$ cat src/rtl/hazard_pkg.sv
// hazard_pkg: shared definitions for the pipeline hazard / stall controller.
//   state_e        FSM state encoding (RUN, STALL, FLUSH)
//   fwd_sel_t      EX operand mux select, with FWD_* encodings
//   tmr_t          stall timer word, with STALL_* total stall lengths
//   SC_W           width of the saturating stall-cycle counter
package hazard_pkg;

  typedef enum logic [1:0] {
    RUN   = 2'd0,
    STALL = 2'd1,
    FLUSH = 2'd2
  } state_e;

  typedef logic [1:0] fwd_sel_t;
  localparam fwd_sel_t FWD_REGFILE = 2'b00;
  localparam fwd_sel_t FWD_EXMEM   = 2'b01;
  localparam fwd_sel_t FWD_MEMWB   = 2'b10;

  // Stall lengths are totals in cycles, counting the detection cycle.
  localparam int TMR_W = 2;
  typedef logic [TMR_W-1:0] tmr_t;
  localparam tmr_t STALL_LOAD_USE = 2'd1;
  localparam tmr_t STALL_EX       = 2'd2;
  localparam tmr_t STALL_MEM      = 2'd1;

  localparam int SC_W = 16;

endpackage

$ cat src/rtl/hazard_stall_ctrl_if.sv
// hazard_stall_ctrl_if: pipeline-side signals of the hazard controller.
//   master modport: pipeline (drives match/valid/branch, reads controls)
//   slave  modport: hazard_stall_ctrl
// Inputs to controller : id_valid, ex_fwd, ex_src, mem_fwd, mem_src,
//                        ex_is_load, branch_taken
// Outputs of controller: pc_stall, if_id_stall, id_ex_bubble, if_id_flush,
//                        fwd_sel_a, fwd_sel_b, stall_cycles
interface hazard_stall_ctrl_if;
  import hazard_pkg::*;

  logic            id_valid;
  logic            ex_fwd;
  logic            ex_src;
  logic            mem_fwd;
  logic            mem_src;
  logic            ex_is_load;
  logic            branch_taken;
  logic            pc_stall;
  logic            if_id_stall;
  logic            id_ex_bubble;
  logic            if_id_flush;
  fwd_sel_t        fwd_sel_a;
  fwd_sel_t        fwd_sel_b;
  logic [SC_W-1:0] stall_cycles;

  modport master (
    output id_valid, ex_fwd, ex_src, mem_fwd, mem_src, ex_is_load, branch_taken,
    input  pc_stall, if_id_stall, id_ex_bubble, if_id_flush,
    input  fwd_sel_a, fwd_sel_b, stall_cycles
  );

  modport slave (
    input  id_valid, ex_fwd, ex_src, mem_fwd, mem_src, ex_is_load, branch_taken,
    output pc_stall, if_id_stall, id_ex_bubble, if_id_flush,
    output fwd_sel_a, fwd_sel_b, stall_cycles
  );

endinterface

$ cat src/rtl/stall_timer.sv
// stall_timer: down-counter holding the remaining stall cycles.
//   clk, rst     clock, synchronous active-high reset
//   load_i       load load_val_i (takes precedence over dec_i)
//   load_val_i   remaining stall cycles after the detection cycle
//   dec_i        decrement, stops at zero
//   clr_i        synchronous clear (highest priority after rst)
//   cnt_o        current count
//   zero_o       count is zero: no further stall
module stall_timer
  import hazard_pkg::*;
#(
  parameter int W = TMR_W
) (
  input  logic         clk,
  input  logic         rst,
  input  logic         load_i,
  input  logic [W-1:0] load_val_i,
  input  logic         dec_i,
  input  logic         clr_i,
  output logic [W-1:0] cnt_o,
  output logic         zero_o
);

  logic [W-1:0] cnt_q;

  always_ff @(posedge clk) begin
    if (rst || clr_i) begin
      cnt_q <= '0;
    end else if (load_i) begin
      cnt_q <= load_val_i;
    end else if (dec_i && (cnt_q != '0)) begin
      cnt_q <= cnt_q - 1'b1;
    end
  end

  assign cnt_o  = cnt_q;
  assign zero_o = (cnt_q == '0);

endmodule

$ cat src/rtl/hazard_stall_ctrl.sv
// hazard_stall_ctrl: decode-stage hazard detection, stall/flush control and
// registered EX operand forwarding selects.
//   clk   sole clock
//   rst   synchronous active-high reset
//   ctl   hazard_stall_ctrl_if.slave (match inputs, branch, stall/flush,
//         fwd_sel_a/b, stall_cycles)
// Build option FORWARD_EN: forwarding present, only load-use stalls (1 cycle).
// Without it: any EX match stalls 2 cycles, MEM-only match 1 cycle, and the
// forwarding selects are tied to the register file.
module hazard_stall_ctrl
  import hazard_pkg::*;
(
  input  logic              clk,
  input  logic              rst,
  hazard_stall_ctrl_if.slave ctl
);

  state_e          state_q, state_d;
  logic            rst_q;
  logic            blk;
  logic            hazard;
  tmr_t            stall_len;
  logic            pc_stall, bubble, flush;
  logic            tmr_load, tmr_dec, tmr_clr, tmr_zero;
  tmr_t            tmr_load_val, tmr_cnt;
  logic [SC_W-1:0] sc_q, sc_d;

  // Controls stay quiet while reset is held and for one cycle after it.
  assign blk = rst | rst_q;

`ifdef FORWARD_EN
  assign hazard    = ctl.ex_fwd & ctl.ex_is_load;
  assign stall_len = STALL_LOAD_USE;
`else
  assign hazard    = ctl.ex_fwd | ctl.mem_fwd;
  assign stall_len = ctl.ex_fwd ? STALL_EX : STALL_MEM;
`endif

  always_ff @(posedge clk) begin
    rst_q <= rst;
    if (rst) begin
      state_q <= RUN;
      sc_q    <= '0;
    end else begin
      state_q <= state_d;
      sc_q    <= sc_d;
    end
  end

  always_comb begin
    state_d      = state_q;
    pc_stall     = 1'b0;
    bubble       = 1'b0;
    flush        = 1'b0;
    tmr_load     = 1'b0;
    tmr_load_val = '0;
    tmr_dec      = 1'b0;
    tmr_clr      = 1'b0;
    if (blk) begin
      state_d = RUN;
      tmr_clr = 1'b1;
    end else if (ctl.branch_taken) begin
      flush   = 1'b1;
      bubble  = 1'b1;
      tmr_clr = 1'b1;
      state_d = FLUSH;
    end else begin
      case (state_q)
        RUN: begin
          if (ctl.id_valid && hazard) begin
            pc_stall     = 1'b1;
            bubble       = 1'b1;
            // The detection cycle is already the first stall cycle.
            tmr_load     = 1'b1;
            tmr_load_val = stall_len - 1'b1;
            state_d      = STALL;
          end
        end
        STALL: begin
          if (!tmr_zero) begin
            pc_stall = 1'b1;
            bubble   = 1'b1;
            tmr_dec  = 1'b1;
          end
          // Leave on the last stalled cycle so no dead cycle follows it.
          if (tmr_cnt <= tmr_t'(1)) begin
            state_d = RUN;
          end
        end
        FLUSH: begin
          flush   = 1'b1;
          state_d = RUN;
        end
        default: state_d = RUN;
      endcase
    end
  end

  stall_timer #(.W(TMR_W)) u_stall_timer (
    .clk       (clk),
    .rst       (rst),
    .load_i    (tmr_load),
    .load_val_i(tmr_load_val),
    .dec_i     (tmr_dec),
    .clr_i     (tmr_clr),
    .cnt_o     (tmr_cnt),
    .zero_o    (tmr_zero)
  );

  assign sc_d = (pc_stall && (sc_q != '1)) ? sc_q + 1'b1 : sc_q;

`ifdef FORWARD_EN
  fwd_sel_t fwd_a_q, fwd_b_q, fwd_a_d, fwd_b_d;

  // Per operand: EX/MEM result is newer than MEM/WB, so it wins.
  always_comb begin
    fwd_a_d = FWD_REGFILE;
    fwd_b_d = FWD_REGFILE;
    if (!bubble) begin
      if (ctl.ex_fwd && !ctl.ex_src)        fwd_a_d = FWD_EXMEM;
      else if (ctl.mem_fwd && !ctl.mem_src) fwd_a_d = FWD_MEMWB;
      if (ctl.ex_fwd && ctl.ex_src)         fwd_b_d = FWD_EXMEM;
      else if (ctl.mem_fwd && ctl.mem_src)  fwd_b_d = FWD_MEMWB;
    end
  end

  always_ff @(posedge clk) begin
    if (rst) begin
      fwd_a_q <= FWD_REGFILE;
      fwd_b_q <= FWD_REGFILE;
    end else begin
      fwd_a_q <= fwd_a_d;
      fwd_b_q <= fwd_b_d;
    end
  end

  assign ctl.fwd_sel_a = fwd_a_q;
  assign ctl.fwd_sel_b = fwd_b_q;
`else
  logic unused_fwd_inputs;
  assign unused_fwd_inputs = ^{ctl.ex_src, ctl.mem_src, ctl.ex_is_load};

  assign ctl.fwd_sel_a = FWD_REGFILE;
  assign ctl.fwd_sel_b = FWD_REGFILE;
`endif

  assign ctl.pc_stall     = pc_stall;
  assign ctl.if_id_stall  = pc_stall;
  assign ctl.id_ex_bubble = bubble;
  assign ctl.if_id_flush  = flush;
  assign ctl.stall_cycles = sc_q;

endmodule

$ cat src/flat_wrapper.sv
// flat-port wrapper written by rule: the top's interface ports become plain ports
module hazard_stall_ctrl_flat import hazard_pkg::*;
  (clk, rst, ctl_id_valid, ctl_ex_fwd, ctl_ex_src, ctl_mem_fwd, ctl_mem_src, ctl_ex_is_load, ctl_branch_taken, ctl_pc_stall, ctl_if_id_stall, ctl_id_ex_bubble, ctl_if_id_flush, ctl_fwd_sel_a, ctl_fwd_sel_b, ctl_stall_cycles);
  hazard_stall_ctrl_if ctl_i ();
  input  logic clk;
  input  logic rst;
  input wire logic [$bits(ctl_i.id_valid)-1:0] ctl_id_valid;
  input wire logic [$bits(ctl_i.ex_fwd)-1:0] ctl_ex_fwd;
  input wire logic [$bits(ctl_i.ex_src)-1:0] ctl_ex_src;
  input wire logic [$bits(ctl_i.mem_fwd)-1:0] ctl_mem_fwd;
  input wire logic [$bits(ctl_i.mem_src)-1:0] ctl_mem_src;
  input wire logic [$bits(ctl_i.ex_is_load)-1:0] ctl_ex_is_load;
  input wire logic [$bits(ctl_i.branch_taken)-1:0] ctl_branch_taken;
  output wire logic [$bits(ctl_i.pc_stall)-1:0] ctl_pc_stall;
  output wire logic [$bits(ctl_i.if_id_stall)-1:0] ctl_if_id_stall;
  output wire logic [$bits(ctl_i.id_ex_bubble)-1:0] ctl_id_ex_bubble;
  output wire logic [$bits(ctl_i.if_id_flush)-1:0] ctl_if_id_flush;
  output wire logic [$bits(ctl_i.fwd_sel_a)-1:0] ctl_fwd_sel_a;
  output wire logic [$bits(ctl_i.fwd_sel_b)-1:0] ctl_fwd_sel_b;
  output wire logic [$bits(ctl_i.stall_cycles)-1:0] ctl_stall_cycles;
  assign ctl_i.id_valid = ctl_id_valid;
  assign ctl_i.ex_fwd = ctl_ex_fwd;
  assign ctl_i.ex_src = ctl_ex_src;
  assign ctl_i.mem_fwd = ctl_mem_fwd;
  assign ctl_i.mem_src = ctl_mem_src;
  assign ctl_i.ex_is_load = ctl_ex_is_load;
  assign ctl_i.branch_taken = ctl_branch_taken;
  assign ctl_pc_stall = ctl_i.pc_stall;
  assign ctl_if_id_stall = ctl_i.if_id_stall;
  assign ctl_id_ex_bubble = ctl_i.id_ex_bubble;
  assign ctl_if_id_flush = ctl_i.if_id_flush;
  assign ctl_fwd_sel_a = ctl_i.fwd_sel_a;
  assign ctl_fwd_sel_b = ctl_i.fwd_sel_b;
  assign ctl_stall_cycles = ctl_i.stall_cycles;
  hazard_stall_ctrl u_core (.clk(clk), .rst(rst), .ctl(ctl_i));
endmodule
$ cat config.mk
export PLATFORM = sky130hd
export DESIGN_NAME = hazard_stall_ctrl_flat
export DESIGN_NICKNAME = d
export VERILOG_FILES = /design/src/rtl/hazard_pkg.sv /design/src/rtl/hazard_stall_ctrl_if.sv /design/src/rtl/stall_timer.sv /design/src/rtl/hazard_stall_ctrl.sv /design/src/flat_wrapper.sv
export SDC_FILE = /design/constraint.sdc
export NUM_CORES = 1
export LEC_CHECK = 0
export CAP_MARGIN = 10
export CORE_MARGIN = 3
export CORE_UTILIZATION = 25
export DETAILED_ROUTE_END_ITERATION = 6
export GPL_ROUTABILITY_DRIVEN = 0
export GPL_TIMING_DRIVEN = 0
export SYNTH_ARGS = -nofsm -noshare
export SYNTH_HDL_FRONTEND = slang
export SYNTH_SLANG_ARGS = --single-unit
$ cat constraint.sdc
create_clock -name clk -period 2.6 [get_ports clk]
set_input_delay 0.39 -clock clk [delete_from_list [all_inputs] [get_ports clk]]
set_output_delay 0.39 -clock clk [all_outputs]
set_load 0.01 [all_outputs]
Yosys cells after proc, flatten, opt, wreduce, memory -nomap -nowiden
Index checks and enable logic that the tools add are counted.

word-level totals
  bits in registers = 21
  bits of input ports = 9
  word-level logic and storage cells = 59

operators by class
  $add $sub $neg = 3
  magnitude comparators = 1
  eq/ne operators = 7
  mux-type cells = 29
  bitwise logic cells = 2
  reductions and logical operators = 12

operator list
  operator                 count
  $mux W2                  10
  $mux W1                  17
  $add A16 B1 Y16 const B  1
  $ne A16 B16 Y1 const B   1
  $ne A3 B2 Y1 const B     2
  $logic_not A2 Y1         2
  $ne A2 B1 Y1 const B     2
  $pmux W2 S2              1
  $reduce_and A2 Y1        2
  $reduce_bool A2 Y1       2
  $sub A2 B1 Y2 const B    2
  $logic_and A1 B1 Y1      3
  $reduce_or A3 Y1         1
  $eq A2 B1 Y1 const B     1
  $eq A2 B2 Y1 const B     1
  $le A2 B1 Y1 const B     1
  $or A1 B1 Y1             2
  $pmux W1 S2              1
  $reduce_or A2 Y1         1
  $logic_or A1 B1 Y1       1

Depth between registers and ports, before layout
  word-level depth = 8
  depth in mapped cells = 8
  depth with buffers taken out = 7

Cells and area by module
From an unflattened synthesis, not the netlist that was laid out.

second synthesis, totals
  cells, all modules = 143
  area, all modules = 1,161.1 um^2

by module, submodules not included
  module             instances  cells each  area an instance (um^2)  sequential area each (um^2)
  hazard_stall_ctrl  1          129         1,029.7                  380.4
  stall_timer        1          14          131.4                    40.0

Worst setup path before layout
Ideal clock, no wire load.

  path type = input port to flip-flop
  start point = input port rst
  end point = register u_core.sc_q[13] (netlist: u_core.ctl.stall_cycles[13])
  data arrival time = 2.105 ns
  setup slack = 0.424 ns
  stages = 6
  buffers on the path = 2
  cell sequence = buf_4 > or4_1 > or3_1 > buf_6 > or4_1 > a21oi_1

on the way
  cells in the longest elaborated chain, start to end = 3

ends and longest elaborated chain
  item                  RTL line                  source
  start, declared       flat_wrapper.sv:6         input logic rst;
  $or A1 B1 Y1          hazard_stall_ctrl.sv:29   assign blk = rst | rst_q;
  $mux W1               hazard_stall_ctrl.sv:59   if (blk) begin
  $logic_and A1 B1 Y1   hazard_stall_ctrl.sv:110  assign sc_d = (pc_stall && (sc_q != '1)) ? sc_q + 1'b1 : sc_q;
  end signal, assigned  hazard_stall_ctrl.sv:43   sc_q <= '0;
  end signal, assigned  hazard_stall_ctrl.sv:46   sc_q <= sc_d;
  end, declared         hazard_stall_ctrl.sv:26   logic [SC_W-1:0] sc_q, sc_d;

Parallel ways exist; a longest one is shown, timed or not.
A chain may end at the register's enable or synchronous reset.

Worst setup path in the final report
  start point = input port rst
  end point = output port ctl_if_id_stall

on the way
  cells in the longest elaborated chain, start to end = 2

ends and longest elaborated chain
  item           RTL line                 source
  $or A1 B1 Y1   hazard_stall_ctrl.sv:29
  $mux W1        hazard_stall_ctrl.sv:59
  end, declared  flat_wrapper.sv:15       output wire logic [$bits(ctl_i.if_id_stall)-1:0] ctl_if_id_stall;

No other way between the ends.

==> reports/metrics.csv <==
stage;metric;value;unit
sta;period utilization;96.4;%
place;DP HPWL;1990;um
clock_tree;number of CTS-inserted buffers;3;
sta;Final Skew;4.47;ps
floorplanning;Die X;72.9;um
global_routing;initial antenna violation count;0;
synth;prevailing post-synth register cell;dfxtp_1;
setup_path;Critical Path AT;2120;ps
sta;Final Slew Violations;0;
routing;Residual DRC;0;
setup_path;slowest cell on the critical path;clkdlybuf4s50_1;
finish;Fill cells;463;
floorplanning;Chip Height;72.9;um
floorplanning;I/O pins;33;
power;Total Power;0.591;mW
place;number of I/O port buffers;25;
synth;Synth cell types;37;
run_status;status;completed;
clock_tree;CTS Hold Bufs;0;
synth;Synth Warn #;0;
synth;Synth async-reset ratio;0;%
global_routing;GRT Util Overall;10.9;%
sta;Max-slew headroom;66.6;%
synth;sequential area share after synthesis;37.6;%
routing;WL/cell;12.3;um
clock_tree;Root Buffer;clkbuf_8;
clock_tree;Clock transition at path regs;70;ps
clock_tree;Worst-Skew Late Latency;260;ps
synth;Mapped Cells;135;
clock_tree;clk sink count;21;
power;LEAKAGE;0.486;nW
global_routing;vias in the first global route;980;
routing;remaining antenna violation count after routing;0;
floorplanning;die area;0.00531;mm^2
finish;Reg area;420;um^2
finish;ANT cells;0;
sta;fin crit period;2510;ps
clock_tree;Clock Tree Buf Depth;2;
synth;Avg Synthesized Cell Area;8.29;um^2
setup_path;CP max stage delay;440;ps
routing;DRT iter0 DRCs;53;
sta;f_max;0.399;GHz
floorplanning;core box area;0.00414;mm^2
run;Max-Cap Viols;0;
setup_path;Top delay family on crit path;simple AND/OR/NAND/NOR gates;
setup_path;crit-path max FO;5;
setup_path;crit path kind;in -> out;
routing;DR vias/cell;4.98;
global_routing;first-pass GRT wire length;4550;um
finish;commonest non-fill, non-tap cells in the layout;clkdlybuf4s50_1, dfxtp_1, a21oi_1, nor2_1;
setup_path;startpoint types;primary input;
power;Power Density;394;mW/mm^2
worst_hold_path;min-delay worst type;reg -> reg;
setup_path;CP Capture Type;primary output;
finish;area of the multi-input gates;641;um^2
floorplanning;# rows;23;
synth;number of enable flip-flop cells after synthesis;0;
floorplanning;Starting Density;27.0;%
synth;Cell Area, Synth;0.00112;mm^2
power;worst vdd ir;168;uV
setup_path;WP data required;2210;ps
finish;Layout Nets;180;
setup_path;CP cell instances;clkdlybuf4s50_1 -> or3_4 -> or2_2 -> or2_4 -> inv_2 -> clkdlybuf4s15_1;
sta;Setup violations, final;0;
place;placed cells;213;
sta;Final Hold Fails;0;
sta;RSZ-0062 raised after global routing;no;
synth;Seq cells post-synth;21;
setup_path;CP bufs+invs;3;
routing;final wirelength;2670;um
finish;Area Growth Syn to Fin;34.1;%
routing;vias;1080;
sta;measured slew at the worst slew-check pin;498;ps
global_routing;largest net degree at the start of global routing;12;
clock_tree;CTS H-tree depth;1;
global_routing;residual overflow from global routing;0;
clock_tree;CTS tree;built;
routing;DRT Pass-1 Iters;4;
finish;fin cells;217;
finish;layout cells sized above 1;14.4;%
-- power breakdown --
group          internal, mW  switching [mW]
sequential            0.324         0.00362
clock                 0.109           0.104
combinational        0.0242          0.0257
-- through the flow --
| step | utilization [%] | TNS, ps | hold slack, ps | setup slack [ps] | instance area, um^2 |
|---|---|---|---|---|---|
| 4_1_cts | 35.9 | 0 | 503 | 57.6 | 1490 |
| 3_5_place_dp | 34.8 | -2080 | 492 | -580 | 1440 |
| 2_1_floorplan | - | 0 | 418 | 424 | 1130 |
| 5_1_grt | 36.2 | 0 | 540 | 1.90 | 1500 |
| 3_3_place_gp | 34.8 | -2020 | 478 | -602 | 1440 |
| 6_report | 36.2 | 0 | 496 | 93.5 | 1500 |
-- kinds of logic after synthesis --
| logic type | count (synthesis) | share of synthesized area [%] |
|---|---|---|
| AOI/OAI and AO/OA | 30 | 16.0 |
| xor gates and xnor gates | 4 | 3.13 |
| adders and majority gates | 3 | 3.36 |
| buffers and inverters | 14 | 7.49 |
| DFF | 21 | 37.6 |
| muxes | 2 | 1.90 |
| other | 1 | 0.335 |
| and+or+nand+nor | 60 | 30.2 |
-- cell usage after synthesis, types with 2 or more instances --
master / n / area (um^2)
or4_1: 5 / 37.5
nand2_1: 8 / 30.0
o41ai_1: 2 / 17.5
a21oi_1: 13 / 65.1
nand4_1: 5 / 31.3
xnor2_1: 3 / 26.3
nand3_1: 6 / 30.0
nor3_1: 5 / 25.0
o31ai_1: 4 / 30.0
nor2_1: 10 / 37.5
nand4b_1: 2 / 17.5
buf_4: 6 / 45.0
ha_1: 3 / 37.5
or3_1: 4 / 25.0
dfxtp_1: 21 / 420
o21ai_0: 7 / 35.0
or3_2: 3 / 22.5
inv_1: 5 / 18.8
or2_2: 2 / 12.5
nor4_1: 4 / 25.0
-- cell type report --
class | count | area share [%]
clock buffer | 4 | 3.00
buffer | 8 | 4.00
inverter | 5 | 1.25
timing repair buffer | 26 | 16.8
multi-input combinational | 103 | 42.7
tap | 50 | 4.17
sequential | 21 | 28.0
-- final timing paths --
kind	from	depth (start not counted)	slack, ps	endpoint
min	u_core.u_stall_timer.cnt_o[1]$_SDFFE_PP0P_	2	500	u_core.u_stall_timer.cnt_o[1]$_SDFFE_PP0P_
max reg2reg	u_core.ctl.stall_cycles[2]$_SDFFE_PP0P_	6	370	u_core.ctl.stall_cycles[13]$_SDFFE_PP0P_
min reg2reg	u_core.u_stall_timer.cnt_o[1]$_SDFFE_PP0P_	2	500	u_core.u_stall_timer.cnt_o[1]$_SDFFE_PP0P_
max	rst	6	90	ctl_if_id_stall
-- state kept, by name, summed over array words and instances, names as in the netlist --
| register | flops |
|---|---|
| u_core.rst_q | 1 |
| u_core.ctl.stall_cycles | 16 |
| u_core.u_stall_timer.cnt_o | 2 |
| u_core.state_q | 2 |
-- what timing repair did --
item                                    in CTS  in global routing
pin swaps                                    1                  0
setup buffers                                1                  0
hold endpoints to repair                     0                  0
endpoints found under the setup margin       3                  5
gates resized for setup                      8                  3
-- metal layers --
layer | part of all wire, % | track usage [%] | up-vias
met4 | 1.8 | 5.74 | 0
met1 | 50 | 14.6 | 494
met2 | 44 | 16.5 | 23
met3 | 4.4 | 2.07 | 4
met5 | 0 | 0 | -
li1 | - | - | 559
-- worst register-to-register path: cells and delay by family, from the launching register on --
family	cells	cell delay, ps
DFF	1	480
buffers and inverters	1	150
AOI/OAI and AO/OA	1	140
and+or+nand+nor	4	1410
Note: power is estimated with default switching activity, not from simulation.
==> edit 1 (same settings) <==
Encoding of `state_e`: now one-hot (3 bits for 3 states).
--- a/src/rtl/hazard_pkg.sv
+++ b/src/rtl/hazard_pkg.sv
@@ -7,6 +7,6 @@
 
-  typedef enum logic [1:0] {
-    RUN   = 2'd0,
-    STALL = 2'd1,
-    FLUSH = 2'd2
+  typedef enum logic [2:0] {
+    RUN   = 3'b001,
+    STALL = 3'b010,
+    FLUSH = 3'b100
   } state_e;
Function: same outputs for any inputs over 10 cycles, from zero or initial values and one cycle with rst high; not proved beyond that.
==> edit 1 against the original RTL <==
- critical path depth grew 1
- count of clock-buffer cells in the layout did not move
- sequential power up 5%
- synthesized area is 0.45% lower
- worst setup slack better by 0.013 ns
- final area up 0.92%
- routed wire length decreased by 8.6%
- sequential cell count rose by 1
- non-clock buffer count stayed put
- die area decreased by 0.41%
- power increased by 7.9%
- critical path type is now register to output port
- highest routed layer unchanged
==> edit 1: results (changes against the original RTL) <==
stage;metric;value;unit;change
outcome;status;completed;;unchanged
final_layout;final_cells;215;;was 217
synth;synth_commonest_cells;22 x dfxtp_1, 13 x a21oi_1, 13 x nor2_1, 12 x or3_1, 11 x o21ai_0;;was 21 x dfxtp_1, 13 x a21oi_1, 10 x nor2_1, 8 x nand2_1, 7 x o21ai_0
synth;synthXorXnorAreaFrac;0.0315;;was 0.0313
worst_setup_path;crit_type;register to output port;;was primary input to output port
worst_setup_path;crit_arrival;2.10;ns;was 2.12 ns
synth;synth-async-reset-ratio;0;;unchanged
synth;synth_compound_area_frac;0.167;;was 0.160
final_layout;finalNetCount;178;;was 180
min_path;hold_start;u_core.ctl.stall_cycles[10]$_SDFFE_PP0P_;;was u_core.u_stall_timer.cnt_o[1]$_SDFFE_PP0P_
global_routing;grt_first_pass_wirelength;3950;µm;was 4550 µm
synth;yosysSeqAreaShare;0.396;;was 0.376
synth;netlist_instances;132;;was 135
synth;synthTopCellsByArea;dfxtp_1 40%, or3_1 6.7%, a21oi_1 5.8%;;was dfxtp_1 38%, a21oi_1 5.8%, buf_4 4.0%
clocking;root_buffer;clkbuf_8;;unchanged
detailed_routing;drt_iter0_drc;21;;was 53
synth;ys_dominant_reg_cell;dfxtp_1;;unchanged
place;dp.cells;210;;was 213
detailed_routing;totalWireLength;2440;µm;was 2670 µm
synth;synth_mux_area_frac;0.0180;;was 0.0190
power_and_ir_drop;leakage;0.529;nW;was 0.486 nW
worst_setup_path;cp_max_fo;4;;was 5
timing;skew;0.00123;ns;was 0.00447 ns
power_and_ir_drop;ir_drop;0.000152;V;was 0.000168 V
synth;synthAdderAreaFrac;0.0337;;was 0.0336
worst_setup_path;r2r-start;u_core.u_stall_timer.cnt_o[1]$_SDFFE_PP0P_;;was u_core.ctl.stall_cycles[2]$_SDFFE_PP0P_
place;place_hpwl;1830;µm;was 1990 µm
global_routing;grt_start_max_net_pins;13;;was 12
global_routing;grt_usage;0.0941;;was 0.109
clocking;clk_path_buf_depth;2;;unchanged
detailed_routing;drtPass1Iterations;4;;unchanged
final_layout;drive_gt1_frac;0.109;;was 0.144
global_routing;grt_pass1_vias;850;;was 980
final_layout;fill_cells;438;;was 463
detailed_routing;vias;1015;;was 1080
synth;ys_types;35;;was 37
clocking;clk_pin_slew;0.08;ns;
edit 1: cell count changes in the layout (fill, tap and decap cells not counted), moves of 3 or more:
cell / change
clkdlybuf4s50_1: +3
nand3_1: -3
nor4_1: -3
o21ai_0: +4
o31ai_1: -4
or3_1: +8
or3_2: -3
or4_1: -4
edit 1: stage by stage:
step	util	power, mW	cell area [µm²]	setup WS [ns]
2_1_floorplan	-	0.380	1120	0.516
3_3_place_gp	0.347	0.400	1440	0.0143
3_5_place_dp	0.347	0.400	1440	-0.00333
4_1_cts	0.361	0.643	1500	0.0158
5_1_grt	0.365	0.666	1510	-0.0580
6_report	0.365	0.638	1510	0.106
edit 1: what timing repair did:
item	CTS	global route
endpoints found under the setup margin	1	3
cloned	0	0
pin swaps	0	1
gates resized for setup	1	4
buffers inserted	0	1
edit 1: cell families (layout without fill, tap and decap cells):
| group | after synthesis | in the layout |
|---|---|---|
| mux | 2 | 2 |
| buf+inv | 13 | 43 |
| xor+xnor | 4 | 4 |
| other cells | 1 | 4 |
| simple gates | 55 | 55 |
| fa+ha+maj | 3 | 3 |
| compound gates | 32 | 32 |
| flops | 22 | 22 |
edit 1: layer usage:
metal / wire (µm) / part of all wire / GRT usage / vias up
li1: - / - / - / 537
met1: 1250 / 0.51 / 0.136 / 456
met2: 1050 / 0.43 / 0.128 / 20
met3: 103 / 0.042 / 0.0207 / 2
met4: 36 / 0.015 / 0.0492 / 0
met5: 0 / 0 / 0 / -
edit 1: worst paths after layout:
check | depth (start not counted) | end | slack (ns)
worst max-delay path | 7 | ctl_pc_stall | 0.11
worst max register to register | 7 | u_core.ctl.stall_cycles[13]$_SDFFE_PP0P_ | 0.36
worst min-delay path | 2 | u_core.ctl.stall_cycles[10]$_SDFFE_PP0P_ | 0.50
worst min register to register | 2 | u_core.ctl.stall_cycles[10]$_SDFFE_PP0P_ | 0.50
edit 1: power breakdown:
part           switching (mW)  internal, mW
Combinational          0.0250        0.0243
Sequential            0.00461         0.340
Clock                   0.109         0.135
Total                   0.139         0.499
edit 1: final cells by class:
class	instances	area (µm²)	area share
Multi-Input combinational cell	100	626	0.413
Sequential cell	22	442	0.292
Timing Repair Buffer	26	260	0.172
Tap cell	50	62.6	0.0413
Clock buffer	4	55.1	0.0364
Buffer	8	50.0	0.0331
Inverter	5	18.8	0.0124
edit 1: critical path, cell delays in order, from the launching register on:
cell             delay (ns)
dfxtp_1                0.35
inv_1                  0.06
ha_1                   0.22
nor4b_4                0.36
nor2_1                 0.11
nor2_2                 0.11
buf_4                  0.11
clkdlybuf4s50_1        0.52
==> edit 2 (same flow settings) <==
Made on the original files. The option `FORWARD_EN` is turned on by a define.
--- a/src/rtl/hazard_stall_ctrl.sv
+++ b/src/rtl/hazard_stall_ctrl.sv
@@ -9,2 +9,4 @@
 // forwarding selects are tied to the register file.
+`define FORWARD_EN
+
 module hazard_stall_ctrl
Behaviour: not the same (a bounded check fails within 4 cycles, from zero or initial values and one cycle with rst high).
==> edit 2 against the original RTL <==
- cell count increased by 2.3%
- highest routed layer unchanged
- clock power grew 11%
- clock skew shrank 0.00096 ns
- final area increased by 6.1%
- synthesized area up 4.0%
- routed wire length shrank 0.56%
- fmax decreased by 0.82%
- sequential cell count is 4 higher
- global-route usage down 0.82 points
- largest power group unchanged
- power up 13%
- core utilization decreased by 0.15 points
- worst setup slack got worse by 0.021 ns
==> edit 2: results (changes against the original RTL) <==
stage;metric;value;unit;change
synth;netlist_instances;134;;was 135
place;dp.cells;218;;was 213
place;place_hpwl;1940;µm;was 1990 µm
clocking;clk_pin_slew;0.09;ns;was 0.07 ns
final_layout;nNonClkBuffers;36;;was 34
final_layout;nMultiInputCombCells;97;;was 103
power_and_ir_drop;seqPwrFrac;0.583;;was 0.555
detailed_routing;route.met3.wl;199;µm;was 118 µm
global_routing;grt_start_max_net_pins;14;;was 12
detailed_routing;drt_iter0_drc;55;;was 53
place;dp_slack;-0.145;ns;was -0.580 ns
global_routing;grt_usage;0.101;;was 0.109
power_and_ir_drop;comb_power_share;0.064;;was 0.084
global_routing;met2_usage;0.165;;about the same
synth;synth_mux_area_frac;0.0183;;was 0.0190
power_and_ir_drop;ir_drop;0.000222;V;was 0.000168 V
final_layout;drive_gt1_frac;0.0588;;was 0.144
final_layout;multi_input_area_share;0.383;;was 0.427
outcome;status;completed;;unchanged
final_layout;final_cells;222;;was 217
worst_setup_path;crit_start;ctl_branch_taken;;was rst
detailed_routing;wl_per_cell;11.9;µm;was 12.3 µm
final_layout;multiInputGateArea;609;µm²;was 641 µm²
worst_setup_path;r2r-start;u_core.state_q[1]$_SDFFE_PP0P_;;was u_core.ctl.stall_cycles[2]$_SDFFE_PP0P_
synth;yosysSeqAreaShare;0.430;;was 0.376
synth;synth_commonest_cells;25 x dfxtp_1, 18 x nor2_1, 8 x a21oi_1, 8 x nand3_1, 8 x nor3_1;;was 21 x dfxtp_1, 13 x a21oi_1, 10 x nor2_1, 8 x nand2_1, 7 x o21ai_0
final_layout;fill_cells;458;;was 463
final_layout;finalNetCount;183;;was 180
detailed_routing;dr_wl_met2;1120;µm;was 1170 µm
place;placed_area;1550;µm²;was 1440 µm²
final_layout;sh_seq_area;0.314;;was 0.280
final_layout;layout.nonclk_buf_frac;0.211;;was 0.209
worst_setup_path;cp_max_fo;6;;was 5
final_layout;inverters;8;;was 5
global_routing;use_met1;0.132;;was 0.146
detailed_routing;wl_met1;1320;µm;was 1330 µm
worst_setup_path;crit_arrival;2.14;ns;was 2.12 ns
floorplan;rows;24;;was 23
min_path;holdPathStages;1;;was 2
worst_setup_path;cp_slowest_stage_delay;0.54;ns;was 0.44 ns
worst_setup_path;cp_slowest_cell;or4_4;;was clkdlybuf4s50_1
global_routing;use_met3;0.0365;;was 0.0207
power_and_ir_drop;pg_seq;0.389;mW;was 0.328 mW
power_and_ir_drop;p_switching;0.149;mW;was 0.134 mW
min_path;hold_path_class;primary input to register;;was register to register
detailed_routing;vias;1061;;was 1080
power_and_ir_drop;leakage;0.516;nW;was 0.486 nW
synth;synthTopCellsByArea;dfxtp_1 43%, nor2_1 5.8%, a21oi_1 3.4%;;was dfxtp_1 38%, a21oi_1 5.8%, buf_4 4.0%
final_layout;clkCellAreaFrac;0.0283;;was 0.0300
synth;synthXorXnorAreaFrac;0.0527;;was 0.0313
global_routing;grt_pass1_vias;990;;was 980
==> edit 2: repair_timing <==
item | CTS | global route
resized for setup | 2 | 0
endpoints found under the hold margin | 0 | 0
setup endpoints to repair | 2 | 0
hold buffers | 0 | 0
==> edit 2: path summary, 6_finish.rpt <==
kind | endpoint | slack [ns]
worst min register to register | u_core.ctl.stall_cycles[5]$_SDFFE_PP0P_ | 0.51
worst max register to register | u_core.ctl.stall_cycles[15]$_SDFFE_PP0P_ | 0.44
worst min-delay path | u_core.rst_q$_DFF_P_ | 0.49
worst max-delay path | ctl_pc_stall | 0.07
==> edit 2: cell families (layout without fill, tap and decap cells) <==
| kind of cell | Yosys count | count (layout) |
|---|---|---|
| flip-flops | 25 | 25 |
| buffers and inverters | 12 | 48 |
| multiplexers | 2 | 2 |
| AND/OR/NAND/NOR | 59 | 59 |
| XOR/XNOR | 7 | 7 |
| adder cells (fa/ha/maj) | 3 | 3 |
| AO/OA/AOI/OAI | 26 | 26 |
